$ cat src/rtl/instr_loader_pkg.sv
// rtl/instr_loader_pkg.sv - shared types and constants for the program loader
package instr_loader_pkg;

  localparam int BYTES_PER_WORD = 4;
  localparam int LEN_WIDTH      = 32;

  typedef enum logic [2:0] {
    ST_IDLE,
    ST_LEN,
    ST_DATA,
    ST_WRITE,
    ST_DONE,
    ST_ERR
  } state_e;

endpackage

$ cat src/rtl/instr_loader_if.sv
// rtl/instr_loader_if.sv - byte stream in and instruction-memory write port out
interface instr_loader_if #(
  parameter int DATA_WIDTH = 32,
  parameter int ADDR_WIDTH = 32
) ();

  logic [7:0]            rx_data;
  logic                  rx_valid;
  logic                  rx_ready;
  logic                  mem_we;
  logic [ADDR_WIDTH-1:0] mem_addr;
  logic [DATA_WIDTH-1:0] mem_wdata;

  // loader side: consumes the stream, drives the memory write port
  modport master (
    input  rx_data, rx_valid,
    output rx_ready, mem_we, mem_addr, mem_wdata
  );

  // environment side: byte source and instruction memory
  modport slave (
    output rx_data, rx_valid,
    input  rx_ready, mem_we, mem_addr, mem_wdata
  );

endinterface

$ cat src/rtl/instr_loader_word_packer.sv
// rtl/instr_loader_word_packer.sv - little-endian byte-to-word assembler
module word_packer
  import instr_loader_pkg::*;
(
  input  logic                 clk,
  input  logic                 rst_n,
  input  logic                 clear_i,
  input  logic                 byte_valid_i,
  input  logic [7:0]           byte_i,
  output logic [LEN_WIDTH-1:0] word_o,
  output logic                 word_valid_o
);

  localparam int CW = $clog2(BYTES_PER_WORD);
  localparam int SW = 8 * (BYTES_PER_WORD - 1);

  logic [CW-1:0] cnt_q, cnt_d;
  logic [SW-1:0] shift_q, shift_d;

  // Only the earlier bytes are stored; the final byte completes the word
  // directly from the input so the owner can register it on the same edge.
  assign word_valid_o = byte_valid_i && (cnt_q == CW'(BYTES_PER_WORD - 1));
  assign word_o       = {byte_i, shift_q};

  // next byte count and shift contents; new bytes enter at the top
  always_comb begin
    cnt_d   = cnt_q;
    shift_d = shift_q;
    if (clear_i) begin
      cnt_d   = '0;
      shift_d = '0;
    end else if (byte_valid_i) begin
      cnt_d   = cnt_q + 1'b1;
      shift_d = {byte_i, shift_q[SW-1:8]};
    end
  end

  // counter and shift register state
  always_ff @(posedge clk or negedge rst_n) begin
    if (!rst_n) begin
      cnt_q   <= '0;
      shift_q <= '0;
    end else begin
      cnt_q   <= cnt_d;
      shift_q <= shift_d;
    end
  end

endmodule

$ cat src/rtl/instr_loader.sv
// rtl/instr_loader.sv - loads instruction memory from a length-prefixed byte stream
module instr_loader
  import instr_loader_pkg::*;
#(
  parameter int DATA_WIDTH = 32,
  parameter int ADDR_WIDTH = 32,
  parameter int MEM_SIZE   = 512,
  parameter int BASE_ADDR  = 0
) (
  input  logic                  clk,
  input  logic                  rst_n,
  input  logic                  start,
  instr_loader_if.master        bus,
  output logic                  core_hold,
  output logic                  busy,
  output logic                  done,
  output logic                  err
);

  localparam int          IDX_W     = $clog2(MEM_SIZE + 1);
  localparam logic [32:0] BASE_WORD = 33'(BASE_ADDR / 4);
  localparam logic [32:0] MEM_LIMIT = 33'(MEM_SIZE);

  state_e                state_q, state_d;
  logic [LEN_WIDTH-1:0]  len_q, len_d;
  logic [IDX_W-1:0]      idx_q, idx_d;
  logic [ADDR_WIDTH-1:0] addr_q, addr_d;
  logic [DATA_WIDTH-1:0] wdata_q, wdata_d;
  logic                  done_q, err_q;

  logic                  rx_ready, mem_we;
  logic                  xfer, start_ok;
  logic [LEN_WIDTH-1:0]  pk_word;
  logic                  pk_valid;

  assign xfer     = bus.rx_valid && rx_ready;
  assign start_ok = start && (state_q == ST_IDLE || state_q == ST_DONE || state_q == ST_ERR);

  word_packer u_packer (
    .clk         (clk),
    .rst_n       (rst_n),
    .clear_i     (start_ok),
    .byte_valid_i(xfer),
    .byte_i      (bus.rx_data),
    .word_o      (pk_word),
    .word_valid_o(pk_valid)
  );

  // FSM next state, datapath next values and state-decoded outputs
  always_comb begin
    state_d   = state_q;
    len_d     = len_q;
    idx_d     = idx_q;
    addr_d    = addr_q;
    wdata_d   = wdata_q;
    rx_ready  = 1'b0;
    mem_we    = 1'b0;
    core_hold = 1'b0;
    busy      = 1'b0;
    case (state_q)
      ST_IDLE, ST_DONE: begin
        if (start) begin
          state_d = ST_LEN;
          len_d   = '0;
          idx_d   = '0;
        end
      end
      ST_LEN: begin
        rx_ready  = 1'b1;
        core_hold = 1'b1;
        busy      = 1'b1;
        if (pk_valid) begin
          len_d = pk_word;
          // 33-bit sum so a huge count cannot wrap into the valid range
          if (pk_word == '0)                                 state_d = ST_DONE;
          else if (BASE_WORD + {1'b0, pk_word} > MEM_LIMIT)  state_d = ST_ERR;
          else                                               state_d = ST_DATA;
        end
      end
      ST_DATA: begin
        rx_ready  = 1'b1;
        core_hold = 1'b1;
        busy      = 1'b1;
        if (pk_valid) begin
          wdata_d = DATA_WIDTH'(pk_word);
          addr_d  = ADDR_WIDTH'(BASE_ADDR) + (ADDR_WIDTH'(idx_q) << 2);
          state_d = ST_WRITE;
        end
      end
      ST_WRITE: begin
        mem_we    = 1'b1;
        core_hold = 1'b1;
        busy      = 1'b1;
        idx_d     = idx_q + 1'b1;
        state_d   = (LEN_WIDTH'(idx_d) == len_q) ? ST_DONE : ST_DATA;
      end
      ST_ERR: begin
        core_hold = 1'b1;
        if (start) begin
          state_d = ST_LEN;
          len_d   = '0;
          idx_d   = '0;
        end
      end
      default: state_d = ST_IDLE;
    endcase
  end

  // state, counters and registered outputs
  always_ff @(posedge clk or negedge rst_n) begin
    if (!rst_n) begin
      state_q <= ST_IDLE;
      len_q   <= '0;
      idx_q   <= '0;
      addr_q  <= '0;
      wdata_q <= '0;
      done_q  <= 1'b0;
      err_q   <= 1'b0;
    end else begin
      state_q <= state_d;
      len_q   <= len_d;
      idx_q   <= idx_d;
      addr_q  <= addr_d;
      wdata_q <= wdata_d;
      done_q  <= (state_d == ST_DONE);
      err_q   <= (state_d == ST_ERR);
    end
  end

  assign bus.rx_ready  = rx_ready;
  assign bus.mem_we    = mem_we;
  assign bus.mem_addr  = addr_q;
  assign bus.mem_wdata = wdata_q;
  assign done          = done_q;
  assign err           = err_q;

endmodule

$ cat src/flat_wrapper.sv
// flat-port wrapper written by rule: the top's interface ports become plain ports
module instr_loader_flat import instr_loader_pkg::*;
#(
  parameter int DATA_WIDTH = 32,
  parameter int ADDR_WIDTH = 32,
  parameter int MEM_SIZE   = 512,
  parameter int BASE_ADDR  = 0
)
  (clk, rst_n, start, core_hold, busy, done, err, bus_rx_data, bus_rx_valid, bus_rx_ready, bus_mem_we, bus_mem_addr, bus_mem_wdata);
  instr_loader_if #(.DATA_WIDTH(DATA_WIDTH), .ADDR_WIDTH(ADDR_WIDTH)) bus_i ();
  input  logic clk;
  input  logic rst_n;
  input  logic start;
  output logic core_hold;
  output logic busy;
  output logic done;
  output logic err;
  input wire logic [$bits(bus_i.rx_data)-1:0] bus_rx_data;
  input wire logic [$bits(bus_i.rx_valid)-1:0] bus_rx_valid;
  output wire logic [$bits(bus_i.rx_ready)-1:0] bus_rx_ready;
  output wire logic [$bits(bus_i.mem_we)-1:0] bus_mem_we;
  output wire logic [$bits(bus_i.mem_addr)-1:0] bus_mem_addr;
  output wire logic [$bits(bus_i.mem_wdata)-1:0] bus_mem_wdata;
  assign bus_i.rx_data = bus_rx_data;
  assign bus_i.rx_valid = bus_rx_valid;
  assign bus_rx_ready = bus_i.rx_ready;
  assign bus_mem_we = bus_i.mem_we;
  assign bus_mem_addr = bus_i.mem_addr;
  assign bus_mem_wdata = bus_i.mem_wdata;
  instr_loader #(.DATA_WIDTH(DATA_WIDTH), .ADDR_WIDTH(ADDR_WIDTH), .MEM_SIZE(MEM_SIZE), .BASE_ADDR(BASE_ADDR)) u_core (.clk(clk), .rst_n(rst_n), .start(start), .bus(bus_i), .core_hold(core_hold), .busy(busy), .done(done), .err(err));
endmodule
$ cat config.mk
export PLATFORM = sky130hd
export DESIGN_NAME = instr_loader_flat
export DESIGN_NICKNAME = d
export VERILOG_FILES = /design/src/rtl/instr_loader_pkg.sv /design/src/rtl/instr_loader_if.sv /design/src/rtl/instr_loader_word_packer.sv /design/src/rtl/instr_loader.sv /design/src/flat_wrapper.sv
export SDC_FILE = /design/constraint.sdc
export NUM_CORES = 1
export LEC_CHECK = 0
export ABC_CLOCK_PERIOD_IN_PS = 5100
export BUFFER_PORTS_ARGS = -buffer_cell sky130_fd_sc_hd__buf_4
export CAP_MARGIN = 20
export CORE_MARGIN = 1.5
export CORE_UTILIZATION = 60
export CTS_CLUSTER_DIAMETER = 150
export DETAILED_ROUTE_END_ITERATION = 10
export PLACE_DENSITY = 0.83
export SETUP_SLACK_MARGIN = 0.15
export SLEW_MARGIN = 20
export SYNTH_ARGS = -nofsm -noshare
export SYNTH_HDL_FRONTEND = slang
export SYNTH_HIERARCHICAL = 1
export SYNTH_SLANG_ARGS = --single-unit
$ cat constraint.sdc
create_clock -name clk -period 5.1 [get_ports clk]
set_input_delay 0.51 -clock clk [delete_from_list [all_inputs] [get_ports clk]]
set_output_delay 0.51 -clock clk [all_outputs]
set_load 0.01 [all_outputs]
; Yosys cells after proc, flatten, opt, wreduce, memory -nomap -nowiden
; Cells that the tools add are included.
[totals]
reg_bits = 115
word_cells = 60
[classes]
n_addsub = 2
magnitude_cmp = 1
eq_ne = 11
mux = 20
n_reduce_logical = 17
[op_table]
columns = operator, n
row1 = two-way mux 32 bit, 2
row2 = case mux 32 bit (2 select lines), 1
row3 = two-way mux 24 bit, 2
row4 = equality test 10 x 32 -> 1 bit, 1
row5 = "greater-than comparator 32 x 10 -> 1 bit, second input constant", 1
row6 = zero test 32 bit, 1
row7 = case mux 10 bit (2 select lines), 1
row8 = two-way mux 3 bit, 6
row9 = "equality test 3 bit, second input constant", 4
row10 = case mux 3 bit (4 select lines), 1
row11 = "adder 10 x 1 -> 10 bit, second input constant", 1
row12 = two-way mux 10 bit, 1
row13 = "equality test 3 x 2 -> 1 bit, second input constant", 2
row14 = nonzero test 2 bit, 3
row15 = OR reduction 3 bit, 2
row16 = two-way mux 1 bit, 4
row17 = two-way mux 2 bit, 2
row18 = "!= test 2 x 1 -> 1 bit, second input constant", 2
row19 = AND reduction 2 bit, 2
row20 = OR reduction 4 bit, 1
row21 = "equality test 3 x 1 -> 1 bit, second input constant", 1
row22 = logical AND 1 bit, 3
row23 = zero test 3 bit, 1
row24 = AND reduction 3 bit, 1
row25 = 4 further kinds, 5

; Depth between registers and ports, before layout
; Gate-level depths: netlist of the first run.
[depth]
word_depth = 8
mapped_depth = 12
depth_no_buf = 8

; Hierarchy
; Netlist of the first run, hierarchy kept.
[by_module_without_submodules]
columns = module, n_inst, cells_per_inst, area_each_um2, seq_area_each_um2
row1 = instr_loader, 1, 408, 4265.3, 2227.1
row2 = word_packer, 1, 94, 1153.6, 650.6

; Worst setup path before layout of the first run
; No wires, ideal clock.
[synth_path]
path_type = register -> register
startpoint = register u_core.state_q[0]
endpoint = register u_core.addr_q[10] (netlist: u_core/bus.mem_addr[10])
setup_time_ns = 0.125
arrival_time_ns = 2.396
t_required_ns = 4.975
slack_ns = 2.580
stages_incl_launch_ff = 11
period_less_slack_ns = 2.520
path_cell_list = dfrtp_1 > clkbuf_1 > xnor2_1 > nor2_1 > and2_1 > buf_6 > buf_12 > and2_1 > nor3b_2 > buf_2 > mux2_2
[synth_between]
elab_chain_cells = 6
elab_cells_between_ends = 7
[synth_lines]
columns = item, line_no
row1 = from (decl), instr_loader.sv:24  ; state_e state_q, state_d;
row2 = from (signal assigned), instr_loader.sv:120  ; state_q <= state_d;
row3 = equality test 3 x 1 -> 1 bit / equality test 3 x 2 -> 1 bit (equally long branches), instr_loader.sv:60  ; case (state_q)
row4 = OR reduction 2 bit (no line) (*), --
row5 = two-way mux 1 bit (*), instr_loader.sv:60
row6 = net bus_rx_ready, flat_wrapper.sv:20  ; output wire logic [$bits(bus_i.rx_ready)-1:0] bus_rx_ready;
row7 = logical AND 1 bit (*), instr_loader.sv:36  ; assign xfer = bus.rx_valid && rx_ready;
row8 = net u_core.xfer, instr_loader.sv:32  ; logic xfer, start_ok;
row9 = logical AND 1 bit (*), instr_loader_word_packer.sv:22  ; assign word_valid_o = byte_valid_i && (cnt_q == CW'(BYTES_PER_WORD - 1));
row10 = net u_core.pk_valid, instr_loader.sv:34  ; logic pk_valid;
row11 = AND reduction 2 bit (no line) (*), --
row12 = to (signal assigned), instr_loader.sv:123  ; addr_q <= addr_d;
row13 = to (decl), instr_loader.sv:27  ; logic [ADDR_WIDTH-1:0] addr_q, addr_d;
; The timed path passes the listed nets; every way through them passes the cells marked *.
; A chain may end at the register's enable or synchronous reset.

; Final worst setup path of the first run
[layout_path]
startpoint = register u_core.state_q[1]
endpoint = register u_core.addr_q[5] (netlist: u_core/bus.mem_addr[5])
[layout_between]
elab_chain_cells = 6
elab_cells_between_ends = 7
[layout_lines]
columns = item, line_no
row1 = equality test 3 x 1 -> 1 bit / equality test 3 x 2 -> 1 bit (equally long branches), instr_loader.sv:60
row2 = OR reduction 2 bit (no line) (*), --
row3 = two-way mux 1 bit (*), instr_loader.sv:60
row4 = logical AND 1 bit (*), instr_loader.sv:36
row5 = net u_core.xfer, instr_loader.sv:32
row6 = logical AND 1 bit (*), instr_loader_word_packer.sv:22
row7 = net u_core.pk_valid, instr_loader.sv:34
row8 = AND reduction 2 bit (no line) (*), --
; Marked as above.

==> results of run 1 <==
[logic make-up after synthesis]
family          after synthesis
xor+xnor                     13
mux                          68
simple gates                196
fa+ha+maj                     2
flops                       115
compound gates               42
other cells                   1
buf+inv                      65
[final cells by class]
type,instances,share of cell area
clock inverters,14,0.0322
multi-input cells,343,0.346
repair buffers,64,0.0765
clock buffers,18,0.0676
flip-flops and latches,115,0.454
inverters,4,0.00237
well taps,108,0.0213
[metal layers]
metal / GRT usage / part of all wire
met1: 0.374 / 0.41
met2: 0.432 / 0.50
met3: 0.0644 / 0.080
met4: 0.113 / 0.016
met5: 0 / 0
[metrics by stage]
step | std cells | hold WS, ns
2_1_floorplan | 523 | 0.214
3_3_place_gp | 633 | 0.481
3_5_place_dp | 633 | 0.487
4_1_cts | 665 | 0.167
5_1_grt | 666 | 0.217
6_report | 666 | 0.158
[critical path: cells and delay by family (launching register included)]
family,cells,cell delay (ns)
buffers and inverters,3,0.99
and+or+nand+nor,4,0.96
DFF,1,0.48
muxes,1,0.38
xor gates and xnor gates,1,0.17
[power by group through the flow]
| stage | Combinational, mW | Clock, mW | Sequential (mW) |
|---|---|---|---|
| 2_1_floorplan | 0.527 | 0 | 1.22 |
| 3_3_place_gp | 0.598 | 0 | 1.30 |
| 3_5_place_dp | 0.625 | 0 | 1.31 |
| 4_1_cts | 0.647 | 1.26 | 1.31 |
| 5_1_grt | 0.721 | 1.30 | 1.33 |
| 6_report | 0.659 | 1.24 | 1.32 |
[state kept, by name, indices dropped and copies added, names as in the netlist]
signal and cells:
u_core/len_q 32, u_core/state_q 3, u_core/u_packer/cnt_q 2, u_core/u_packer/shift_q 24, u_core/idx_q 10, u_core/err 1, u_core/bus.mem_wdata 32, u_core/bus.mem_addr 10
u_core/done 1
[layout by cell type (no fill, tap or decap), drive strengths merged, types with 2 or more instances in the layout]
cell type / instances
clkinv: 5
mux2: 42
ha: 2
conb: 22
clkbuf: 18
mux2i: 26
a211oi: 3
nand2b: 2
xor2: 3
clkinvlp: 3
o41ai: 5
o31ai: 5
a31oi: 5
nor3: 5
bufinv: 4
nor2: 42
buf: 64
dfrtp: 115
and3: 2
nand2: 77
o21ai: 15
inv: 6
nand3: 34
nor4: 12
and2: 5
nand4: 7
nor3b: 3
xnor2: 10
[path summary, 6_finish.rpt]
kind,startpoint,end,slack [ns],depth (start not counted)
setup / recovery,u_core/state_q[1],u_core/bus.mem_addr[5],1.97,9
hold / removal,rst_n,u_core/idx_q[8],0.16,1
setup reg to reg,u_core/state_q[1],u_core/bus.mem_addr[5],1.97,9
hold reg to reg,u_core/bus.mem_wdata[23],u_core/bus.mem_wdata[23],0.51,1
max in group asynchronous,rst_n,u_core/u_packer/shift_q[14],3.89,2
min in group clk,bus_rx_data[7],u_core/len_q[31],0.24,3
==> flow_summary.json, run 1 <==
{
  "ir_drop_v": 0.000325,
  "cp-end-kind": "register",
  "cts_buffer_depth": 2,
  "fillers": 584,
  "fmax_mhz": 319,
  "grt_max_degree": 79,
  "cts_hold_buf": 0,
  "post-place-ws_ns": 1.65,
  "io_buffers": 59,
  "crit_path_max_incr_delay_ns": 0.48,
  "drv_slew": 0,
  "max_slew_margin": 0.293,
  "tns_ns": 0,
  "grt_pass1_wl_um": 20900,
  "place.gp.congestion": 0.904,
  "dp_hpwl_um": 7500,
  "hp-class": "primary input to asynchronous set/reset pin",
  "yosysMostFrequentCell": "dfrtp_1",
  "syn_inst": 502,
  "swShare": 0.326,
  "switching_power_mw": 1.05,
  "yosysTopAreaCellShare": 0.531,
  "post_cts_resized": 0,
  "synth_cell_type_count": 53,
  "fp-row-count": 34,
  "drcViolationCount": 0,
  "multi_input_area_sq_um": 2190,
  "yosys_warnings": 6,
  "fin_util": 0.726,
  "synthTopCellsByArea": "dfrtp_1 (53%), mux2_2 (8.7%), nand2_1 (5.3%)",
  "synth_compound_area_frac": 0.0575,
  "start_kind": "register",
  "crit_fanout": 27,
  "critPathRequiredTime_ns": 5.49,
  "finalCriticalPeriod_ns": 3.13,
  "antenna_found_initial": 0,
  "seqCellArea_sq_um": 2880,
  "crit_slowest_cell": "dfrtp_1",
  "dr_total_vias": 4085,
  "synth_top_cell_by_area": "dfrtp_1",
  "post_dp_cell_area_sq_um": 5690,
  "ys_async_sr_fraction": 1.00,
  "synth_edf_count": 0,
  "layout-drive-gt1-share": 0.269,
  "finalWorstSetupSlack_ns": 1.97,
  "rsz0062_at_grt": "no",
  "skew_ns": 0.00564,
  "drt_iter0_drc": 529,
  "fin_crit_sh": 0.614,
  "die_h_um": 98.0,
  "synth-xor-area-share": 0.0224,
  "cts.clk_slew.worst_paths_ns": 0.06,
  "intPower_mw": 2.17,
  "tightest_slew_ns": 1.06,
  "initial_utilization": 0.621,
  "cts_tree": "built",
  "synthSimpleGateAreaFrac": 0.168,
  "cts_setup_buffers": 0,
  "numCtsBuffers": 17,
  "yosys-mux-area-fraction": 0.135,
  "clkLatencyLatePin_ns": 0.51,
  "overflow": 0,
  "synth_top_family_by_area": "simple AND/OR/NAND/NOR gates",
  "nets": 559,
  "clock-sinks": 115,
  "power_frac_seq": 0.409,
  "syn_avg_cell_area_sq_um": 10.8,
  "p_clk_frac": 0.386,
  "ant_nets": 0,
  "core_sq_um": 8720,
  "pwr-share-comb": 0.205,
  "diodes": 0,
  "wire_per_inst_um": 18.9,
  "routed_wl_um": 12600,
  "synth_adder_area_share": 0.00462,
  "fin_area_sq_um": 6330,
  "synth_ff_type": "dfrtp_1",
  "postSynthRegisterBits": 115,
  "grt_use_total": 0.276,
  "ys_seq_area_frac": 0.531,
  "num_io_pins": 82,
  "grt_pass1_vias": 3967,
  "die_area_sq_um": 9610,
  "power_density_nw_per_um2": 509,
  "p_leak_nw": 3.23,
  "synthToLayoutAreaGrowth_pct": 16.9,
  "htreeDepth": 4,
  "finalPower_mw": 3.22,
  "yosys-top-cells-count": "dfrtp_1 (115), nand2_1 (77), mux2_2 (42)",
  "status": "completed",
  "firstDrtPassIters": 5,
  "worstSetupPathType": "register to register",
  "crit_chain": "xnor2_1 -> nor2_1 -> and2_1 -> buf_4 -> and2_1 -> nor3b_4 -> buf_6 -> buf_4 -> mux2_2",
  "die_w_um": 98.0,
  "syn-cell-area_sq_um": 5420,
  "maxCapViolCount": 0,
  "finalSetupViolations": 0,
  "worstPathArrival_ns": 3.52,
  "root_buffer": "clkbuf_8",
  "vias_per_cell": 6.13,
  "final-hold-violation-count": 0
}
(Power assumes the default switching activity.)
==> run 2: changes to the inputs <==
--- a/config.mk
+++ b/config.mk
@@ -5,14 +5,14 @@
 export SDC_FILE = /design/constraint.sdc
 export NUM_CORES = 1
 export LEC_CHECK = 0
-export ABC_CLOCK_PERIOD_IN_PS = 5100
+export ABC_CLOCK_PERIOD_IN_PS = 3100
 export BUFFER_PORTS_ARGS = -buffer_cell sky130_fd_sc_hd__buf_4
 export CAP_MARGIN = 20
 export CORE_MARGIN = 1.5
-export CORE_UTILIZATION = 60
+export CORE_UTILIZATION = 57
 export CTS_CLUSTER_DIAMETER = 150
 export DETAILED_ROUTE_END_ITERATION = 10
-export PLACE_DENSITY = 0.83
+export PLACE_DENSITY = 0.8
 export SETUP_SLACK_MARGIN = 0.15
 export SLEW_MARGIN = 20
 export SYNTH_ARGS = -nofsm -noshare
==> constraint.sdc (replaced) <==
create_clock -name clk -period 3.1 [get_ports clk]
set_input_delay 0.31 -clock clk [delete_from_list [all_inputs] [get_ports clk]]
set_output_delay 0.31 -clock clk [all_outputs]
set_load 0.01 [all_outputs]
==> run 2 against run 1 <==
Core utilization fell by 3.5 points. Worst hold slack worse by 0.13 ns. First-iteration DRC count decreased by 32%. Die area rose by 5.1%. Count of clock-buffer cells in the layout stayed put. Sequential cell count unchanged. Sequential share of layout area is 0.37 points lower. Setup slack got worse by 1.2 ns. Register-to-register slack lost 1.1 ns. Clock skew grew 0.0060 ns. Critical path depth shrank 5. Global-route usage fell by 0.69 points. Largest cell class unchanged.
==> flow_summary.json, run 2 (synthesized netlist as in run 1, its figures left out) <==
{
  "status": "completed",
  "diodes": 0,
  "cts_tree": "built",
  "grt_pass1_vias": 3960,
  "firstDrtPassIters": 5,
  "nets": 562,
  "fin_area_sq_um": 6380,
  "dr_total_vias": 4020,
  "drv_slew": 0,
  "grt_pass1_wl_um": 20300,
  "post_cts_resized": 0,
  "layout-drive-gt1-share": 0.269,
  "overflow": 0,
  "crit_fanout": 15,
  "cp-end-kind": "output pin",
  "fin_crit_sh": 0.741,
  "hold_ws_ns": 0.0303,
  "r2r_slack_ns": 0.86,
  "min-delay-start": "bus_rx_data[4]",
  "finalCriticalPeriod_ns": 2.30,
  "place.gp.congestion": 0.841,
  "core_sq_um": 9240,
  "critPathRequiredTime_ns": 2.79,
  "cts_setup_buffers": 0,
  "hold_end": "u_core/len_q[28]",
  "hold_depth": 3,
  "ir_drop_v": 0.000666,
  "rsz0062_at_grt": "no",
  "fp-row-count": 35,
  "die_area_sq_um": 10100,
  "tightest_slew_ns": 0.730,
  "finalWorstSetupSlack_ns": 0.802,
  "grt_max_degree": 61,
  "startpoint": "u_core/state_q[1]",
  "post_dp_cell_area_sq_um": 5760,
  "clock-sinks": 115,
  "post-place-ws_ns": 0.675,
  "routed_wl_um": 12600,
  "antenna_found_initial": 0,
  "max_slew_margin": 0.513,
  "r2r_end": "u_core/idx_q[6]",
  "p_leak_nw": 3.23,
  "root_buffer": "clkbuf_8",
  "drcViolationCount": 0,
  "start_kind": "register",
  "ant_nets": 0,
  "hp-class": "primary input to register",
  "num_io_pins": 82,
  "wire_per_inst_um": 18.2,
  "initial_utilization": 0.586,
  "grt_use_total": 0.269,
  "die_w_um": 101,
  "io_buffers": 59,
  "fin_util": 0.691,
  "tns_ns": 0,
  "final_cell_mix": "dfrtp_1 (115), nand2_1 (77), buf_4 (63)",
  "fmax_mhz": 435,
  "cts.clk_slew.worst_paths_ns": 0.06,
  "worstPathArrival_ns": 1.99,
  "drt_iter0_drc": 359,
  "power_density_nw_per_um2": 822,
  "cts_buffer_depth": 2,
  "synthToLayoutAreaGrowth_pct": 17.8,
  "cts_hold_buf": 2,
  "layout.cells.most_common": "dfrtp_1",
  "dp_hpwl_um": 7580,
  "worstSetupPathType": "register to output pin",
  "final-hold-violation-count": 0,
  "skew_ns": 0.0116,
  "numCtsBuffers": 17,
  "maxCapViolCount": 0,
  "htreeDepth": 4,
  "clkLatencyLatePin_ns": 0.52,
  "r2r-start": "u_core/state_q[1]",
  "vias_per_cell": 5.83,
  "finalSetupViolations": 0,
  "die_h_um": 101,
  "r2r_cells": 6
}
run 2: cell type report:
class	instances	area, sq um
well taps	129	161
multi-input cells	343	2190
clock inverters	14	180
clock buffers	18	428
fillers	671	2860
repair buffers	67	533
inverters	4	15.0
flip-flops and latches	115	2880
run 2: how the worst max path moves through the flow:
stage,end,slack [ns]
floorplan,u_core/bus.mem_addr[10],0.58
global placement,u_core/len_q[7],0.81
detailed placement,u_core/len_q[13],0.68
CTS,u_core/len_q[27],0.60
global route,bus_mem_we,0.62
finish,bus_mem_we,0.80
run 2: per-layer routing:
metal	routed length, um	part of all wire	global-route usage
met5	0	0	0
met4	263	0.021	0.111
met3	943	0.075	0.0666
met2	6350	0.51	0.435
met1	5010	0.40	0.350
run 2: critical path, cell delays in order, from the launching register on:
cell and delay (ns):
dfrtp_1 0.46, nor2b_1 0.17, nand2_1 0.38, inv_1 0.26, buf_4 0.21
run 2: report_power, final:
| part | switching [mW] | internal (mW) |
|---|---|---|
| logic | 0.657 | 0.444 |
| clock network | 0.717 | 1.25 |
| registers | 0.371 | 1.81 |
| total | 1.74 | 3.50 |
run 2: metrics by stage:
stage                     std cells  power [mW]
after floorplan                 523        2.88
after global placement          656        3.14
after detailed placement        656        3.20
after CTS                       690        5.25
after global routing            690        5.47
final                           690        5.25
